**config.mk**
```make
export PLATFORM = sky130hd
export DESIGN_NAME = lru_tracker_n
export DESIGN_NICKNAME = d
export VERILOG_FILES = /design/src/rtl/lru_tracker_n.sv
export SDC_FILE = /design/constraint.sdc
export NUM_CORES = 1
export LEC_CHECK = 0
export ABC_AREA = 1
export CAP_MARGIN = 0
export CORE_ASPECT_RATIO = 0.7
export CORE_MARGIN = 4
export CORE_UTILIZATION = 55
export DETAILED_ROUTE_END_ITERATION = 8
export HOLD_SLACK_MARGIN = 0.03
export MAX_ROUTING_LAYER = met4
export PLACE_DENSITY = 0.75
export SYNTH_ARGS = -nofsm -noshare
export SYNTH_HDL_FRONTEND = slang
export SYNTH_SLANG_ARGS = --single-unit
```
**constraint.sdc**
```tcl
create_clock -name clk -period 5.13 [get_ports clk]
set_input_delay 1.2825 -clock clk [delete_from_list [all_inputs] [get_ports clk]]
set_output_delay 1.2825 -clock clk [all_outputs]
set_load 0.1 [all_outputs]
```
**src/rtl/lru_tracker_n.sv**
```systemverilog
// lru_tracker_n
// True-LRU replacement tracker for a set-associative cache. Each set keeps one
// age per way: age 0 is the most recently used way and age NUM_WAYS-1 is the
// least recently used way. Within a set the ages always form a permutation of
// 0..NUM_WAYS-1.
//
// Ports:
//   clk, rst                   clock and synchronous active-high reset
//   touch_valid/set/way        hit or fill; the touched way becomes MRU
//   inv_valid/set/way          invalidate; the way becomes LRU
//   flush                      return every set to the reset ordering
//   lookup_set                 set whose victim is reported
//   victim_way, victim_oh      LRU way of lookup_set (encoded and one-hot),
//                              combinational from the current state
module lru_tracker_n #(
  parameter int NUM_WAYS = 4,
  parameter int NUM_SETS = 8,
  localparam int WAY_W = $clog2(NUM_WAYS),
  localparam int SET_W = (NUM_SETS > 1) ? $clog2(NUM_SETS) : 1
) (
  input  logic                clk,
  input  logic                rst,
  input  logic                touch_valid,
  input  logic [SET_W-1:0]    touch_set,
  input  logic [WAY_W-1:0]    touch_way,
  input  logic                inv_valid,
  input  logic [SET_W-1:0]    inv_set,
  input  logic [WAY_W-1:0]    inv_way,
  input  logic                flush,
  input  logic [SET_W-1:0]    lookup_set,
  output logic [WAY_W-1:0]    victim_way,
  output logic [NUM_WAYS-1:0] victim_oh
);

  localparam logic [WAY_W-1:0] AGE_LRU = WAY_W'(NUM_WAYS - 1);

  logic [WAY_W-1:0] ages_reg    [NUM_SETS][NUM_WAYS];
  logic [WAY_W-1:0] ages_next   [NUM_SETS][NUM_WAYS];
  logic [WAY_W-1:0] touch_age;
  logic [WAY_W-1:0] inv_age;
  logic [WAY_W-1:0] lookup_ages [NUM_WAYS];

  // Old age of the touched and invalidated ways; each update rule is
  // expressed relative to that age.
  always_comb begin
    touch_age = '0;
    inv_age   = '0;
    for (int s = 0; s < NUM_SETS; s++) begin
      if (touch_set == SET_W'(s)) touch_age = ages_reg[s][touch_way];
      if (inv_set == SET_W'(s))   inv_age   = ages_reg[s][inv_way];
    end
  end

  // Next-state ages. Flush beats everything; within one set an invalidate
  // beats a touch, while updates to two different sets proceed together.
  always_comb begin
    ages_next = ages_reg;
    for (int s = 0; s < NUM_SETS; s++) begin
      for (int w = 0; w < NUM_WAYS; w++) begin
        if (flush) begin
          ages_next[s][w] = WAY_W'(NUM_WAYS - 1 - w);
        end else if (inv_valid && inv_set == SET_W'(s)) begin
          // Ways younger than... older than the invalidated one move up by one
          // to close the gap it leaves.
          if (inv_way == WAY_W'(w))
            ages_next[s][w] = AGE_LRU;
          else if (ages_reg[s][w] > inv_age)
            ages_next[s][w] = ages_reg[s][w] - WAY_W'(1);
        end else if (touch_valid && touch_set == SET_W'(s)) begin
          // Ways more recent than the touched one age by one step.
          if (touch_way == WAY_W'(w))
            ages_next[s][w] = '0;
          else if (ages_reg[s][w] < touch_age)
            ages_next[s][w] = ages_reg[s][w] + WAY_W'(1);
        end
      end
    end
  end

  always_ff @(posedge clk) begin
    if (rst) begin
      for (int s = 0; s < NUM_SETS; s++)
        for (int w = 0; w < NUM_WAYS; w++)
          ages_reg[s][w] <= WAY_W'(NUM_WAYS - 1 - w);
    end else begin
      ages_reg <= ages_next;
    end
  end

  // Lookup reads the registered state only, so an update in flight this
  // cycle is visible on the following cycle.
  always_comb begin
    for (int w = 0; w < NUM_WAYS; w++) lookup_ages[w] = '0;
    for (int s = 0; s < NUM_SETS; s++)
      if (lookup_set == SET_W'(s))
        for (int w = 0; w < NUM_WAYS; w++) lookup_ages[w] = ages_reg[s][w];
  end

  generate
    for (genvar gi = 0; gi < NUM_WAYS; gi++) begin : g_victim_oh
      assign victim_oh[gi] = (lookup_ages[gi] == AGE_LRU);
    end
  endgenerate

  always_comb begin
    victim_way = '0;
    for (int w = 0; w < NUM_WAYS; w++)
      if (lookup_ages[w] == AGE_LRU) victim_way = WAY_W'(w);
  end

endmodule

```
==> out/qor.csv <==
stage,metric,value,unit
outcome,outcome,"complete, no violations",
clock_network,hold_buf cts,0,
floorplan,num rows,36,
yosys,number of flops mapped to enable cells by yosys,0,
setup_path,crit path kind,in -> out,
power,P per Cell Area,221.5,nW/um^2
placed_design,final HPWL from detailed placement,20570,um
routing,initial drt markers,1138,
routing,"antenna viol nets, final",0,
job,maxcap violations,0,
cells_and_area,n_diodes,0,
setup_path,worst r2r path cells,16,
yosys,Synth area leaders,"dfxtp_1 (16%), nand2_1 (16%), ha_1 (15%), inv_1 (8.6%), nand3_1 (7.2%)",
setup_path,slowest CP cell,clkdlybuf4s50_1,
yosys,Yosys warnings,0,
setup_path,Worst Path Required,3.85,ns
clock_network,CTS tree,built,
cells_and_area,ratio of cells with drive above 1 in the final layout,6.048,%
setup_path,"slowest stage delay, CP",0.49,ns
timing,fin crit share,94.65,%
routing,Residual DRC,0,
yosys,post-synthesis sequential area ratio,15.97,%
yosys,Synth Area per Inst,5.920,um^2
global_route,grt total ovfl,0,
power,overall power,1.990,mW
timing,Final WS setup,0.2744,ns
clock_network,clock buffer depth,2,
global_route,antenna violations before repair,0,
timing,pin slew with the least headroom to its limit,0.7782,ns
setup_path,WP buf/inv,3,
floorplan,Die X,152.3,um
yosys,dominant cell type by area after synthesis,dfxtp_1,
floorplan,Chip Height,109.0,um
timing,max-slew violations,0,
setup_path,flop-to-flop setup slack,2.02,ns
worst_hold_path,hold depth,2,
global_route,GRT Total Usage,34.76,%
setup_path,CP most frequent cell,nand2_1,
timing,setup TNS,0,ns
global_route,global-route wire length before repair,44960,um
setup_path,arrival time worst endpoint,3.57,ns
setup_path,largest fanout on the critical path,7,
worst_hold_path,path category of the worst min-delay check,reg -> reg,
placed_design,worst slack at placement,0.2357,ns
power,P_sw,798.0,uW
yosys,Post-Syn Nets,1469,
power,leakage power,4.371,nW
cells_and_area,Area Growth Syn to Fin,12.03,%
routing,vias after detailed routing,9346,
timing,Fmax,0.2059,GHz
setup_path,critical path launch point type,input pin,
routing,vias per cell,5.919,
placed_design,I/O Buffers,23,
clock_network,Clock Sinks,64,
placed_design,GPL Wtd Cong,1.061,
clock_network,clock-pin slew on the worst setup and hold paths,0.06,ns
power,Clk pwr share,32.7,%
power,sequential power share,26.8,%
yosys,Synth Cell Area,8021,um^2
clock_network,clock root cell,clkbuf_16,
global_route,largest net degree at the start of global routing,42,
yosys,post-synthesis cell count,1355,
timing,Fin. Hold Viols,0,
yosys,Synth cell types,41,
clock_network,clock buffer count from CTS,9,
routing,final wirelength,28090,um
cells_and_area,Total Nets Final,1498,
setup_path,Crit. End Element,primary output,
cells_and_area,core occupancy in the finished layout,63.74,%
clock_network,clock latency on the worst-skew pair,0.35,ns
timing,Max Clock Skew,0.01132,ns
timing,Setup Viol. Count Final,0,
yosys,top_reg_cell synth,dfxtp_1,
power,switching share of power,40.09,%
yosys,asr flop ratio synth,0,%
floorplan,Die ar.,16610,um^2
setup_path,RR Startpoint,ages_reg[49],
routing,Detailed Routing Iterations Pass 1,6,
timing,final worst path period need,4.856,ns
floorplan,Starting Density,56.90,%
clock_network,htree depth,3,
floorplan,core area,14100,um^2
timing,Worst slew margin,47.93,%
floorplan,# IOs,24,
yosys,register bit total from synthesis,64,
setup_path,critical-path cell list,"clkdlybuf4s50_1, nor2_1, nand2_1, o22ai_1, inv_1, o21bai_1, nand2_1, a22oi_1, o21ai_0, a21oi_2, nand2_1, nand2_1, buf_12",
power,combinational fraction of design power,40.5,%
worst_hold_path,worst hold start,ages_reg[30],
global_route,vias in the first global route,8448,
setup_path,Crit path max-delay family,compound AO/OA/AOI/OAI gates,
power,VDD IR max,0.1635,mV
cells_and_area,max FFs per register,64,
setup_path,reg2reg end,ages_reg[3],
worst_hold_path,Min-Delay Endpoint,ages_reg[30],
yosys,top cell type's share of synthesized area,15.97,%
power,internal power,1.192,mW
routing,average wire per cell in the routed design,17.79,um
timing,RSZ-0062 raised after global routing,no,
## cell usage in the layout, fill, tap and decap left out, types with 3 or more instances in the layout
master           instances
nand2_1                336
a2111oi_0                3
a221oi_1                 4
dfxtp_1                 64
o22ai_1                 35
a21oi_1                113
nor2_4                   3
xor2_1                   5
inv_2                   10
inv_1                  182
nor3_1                  41
ha_1                    96
buf_12                   7
nand2_2                  4
a22oi_1                 17
buf_4                   35
clkdlybuf4s50_1         17
o31ai_1                  6
xnor2_1                 24
nand3_1                115
a31oi_1                 16
nor2_1                 100
o21ai_0                108
clkinv_1                 3
clkbuf_16                9
## synthesized netlist by cell type (3+ instances only)
library cell and number:
a2111oi_0 3, a21oi_1 114, a221oi_1 4, a22oi_1 17, a31oi_1 16, buf_6 4, clkbuf_1 35, clkinv_1 3
dfxtp_1 64, ha_1 96, inv_1 183, inv_2 9, nand2_1 336, nand2_2 4, nand3_1 116, nor2_1 102
nor3_1 43, o21ai_0 109, o22ai_1 35, o31ai_1 6, xnor2_1 24, xor2_1 5
## power by group through the flow
stage / clock network (mW) / logic [mW] / registers, mW
2_1_floorplan: 0 / 0.558 / 0.533
3_3_place_gp: 0 / 0.766 / 0.543
3_5_place_dp: 0 / 0.785 / 0.543
4_1_cts: 0.650 / 0.789 / 0.532
5_1_grt: 0.671 / 0.906 / 0.535
6_report: 0.652 / 0.805 / 0.533
## worst register-to-register path: cells and delay by family (launching register included)
| family | cells | cell delay, ns |
|---|---|---|
| compound gates | 6 | 1.02 |
| simple gates | 8 | 1.00 |
| flops | 1 | 0.38 |
| buf+inv | 1 | 0.34 |
| fa+ha+maj | 1 | 0.32 |
## cells by family after synthesis
kind of cell | count (synthesis) | synth area share [%]
and+or+nand+nor | 606 | 31.48
AOI/OAI and AO/OA | 323 | 22.88
buffers and inverters | 237 | 11.53
adders and majority gates | 96 | 14.97
DFF | 64 | 15.97
xor gates and xnor gates | 29 | 3.166
## metrics by stage
| step | cell area, um^2 | hold slack, ns | std cells |
|---|---|---|---|
| finish | 8986 | 0.5151 | 1579 |
| global route | 8986 | 0.5431 | 1579 |
| CTS | 8976 | 0.5172 | 1579 |
| detailed placement | 8676 | 0.5103 | 1563 |
| global placement | 8676 | 0.5019 | 1563 |
| floorplan | 8030 | 0.4834 | 1355 |
## final cells by class
cell class / count / area (um^2)
Tap cell: 190 / 237.7
Timing Repair Buffer: 59 / 573.1
Sequential cell: 64 / 1281
Multi-Input combinational cell: 1054 / 5856
Clock buffer: 13 / 260.3
Clock inverter: 3 / 40.04
Inverter: 196 / 738.2
Fill cell: 1380 / 5112
## what timing repair did
action                                 4_1_cts  5_1_grt
endpoints found under the hold margin        0        0
setup buffers                                0        0
gates resized for setup                      0        3
setup endpoints to repair                    0        1
## how the worst max path moves through the flow
stage          cells past startpoint       endpoint          start  slack, ns
2_1_floorplan                     11  victim_way[0]  lookup_set[2]      -0.09
3_3_place_gp                      13  victim_way[0]  lookup_set[2]       0.20
3_5_place_dp                      13  victim_way[0]  lookup_set[2]       0.24
4_1_cts                           13  victim_way[0]  lookup_set[2]       0.22
5_1_grt                           13  victim_way[0]  lookup_set[0]      0.007
6_report                          13  victim_way[0]  lookup_set[0]       0.27
## routing by layer
| layer | GRT usage, % | vias to the layer above | part of all wire, % |
|---|---|---|---|
| met2 | 50.92 | 524 | 41 |
| met3 | 6.386 | 62 | 12 |
| met1 | 48.52 | 4140 | 45 |
| li1 | - | 4620 | - |
| met4 | 11.16 | 0 | 2.3 |
| met5 | - | - | 0 |
Power figures use the tool's default switching activity.
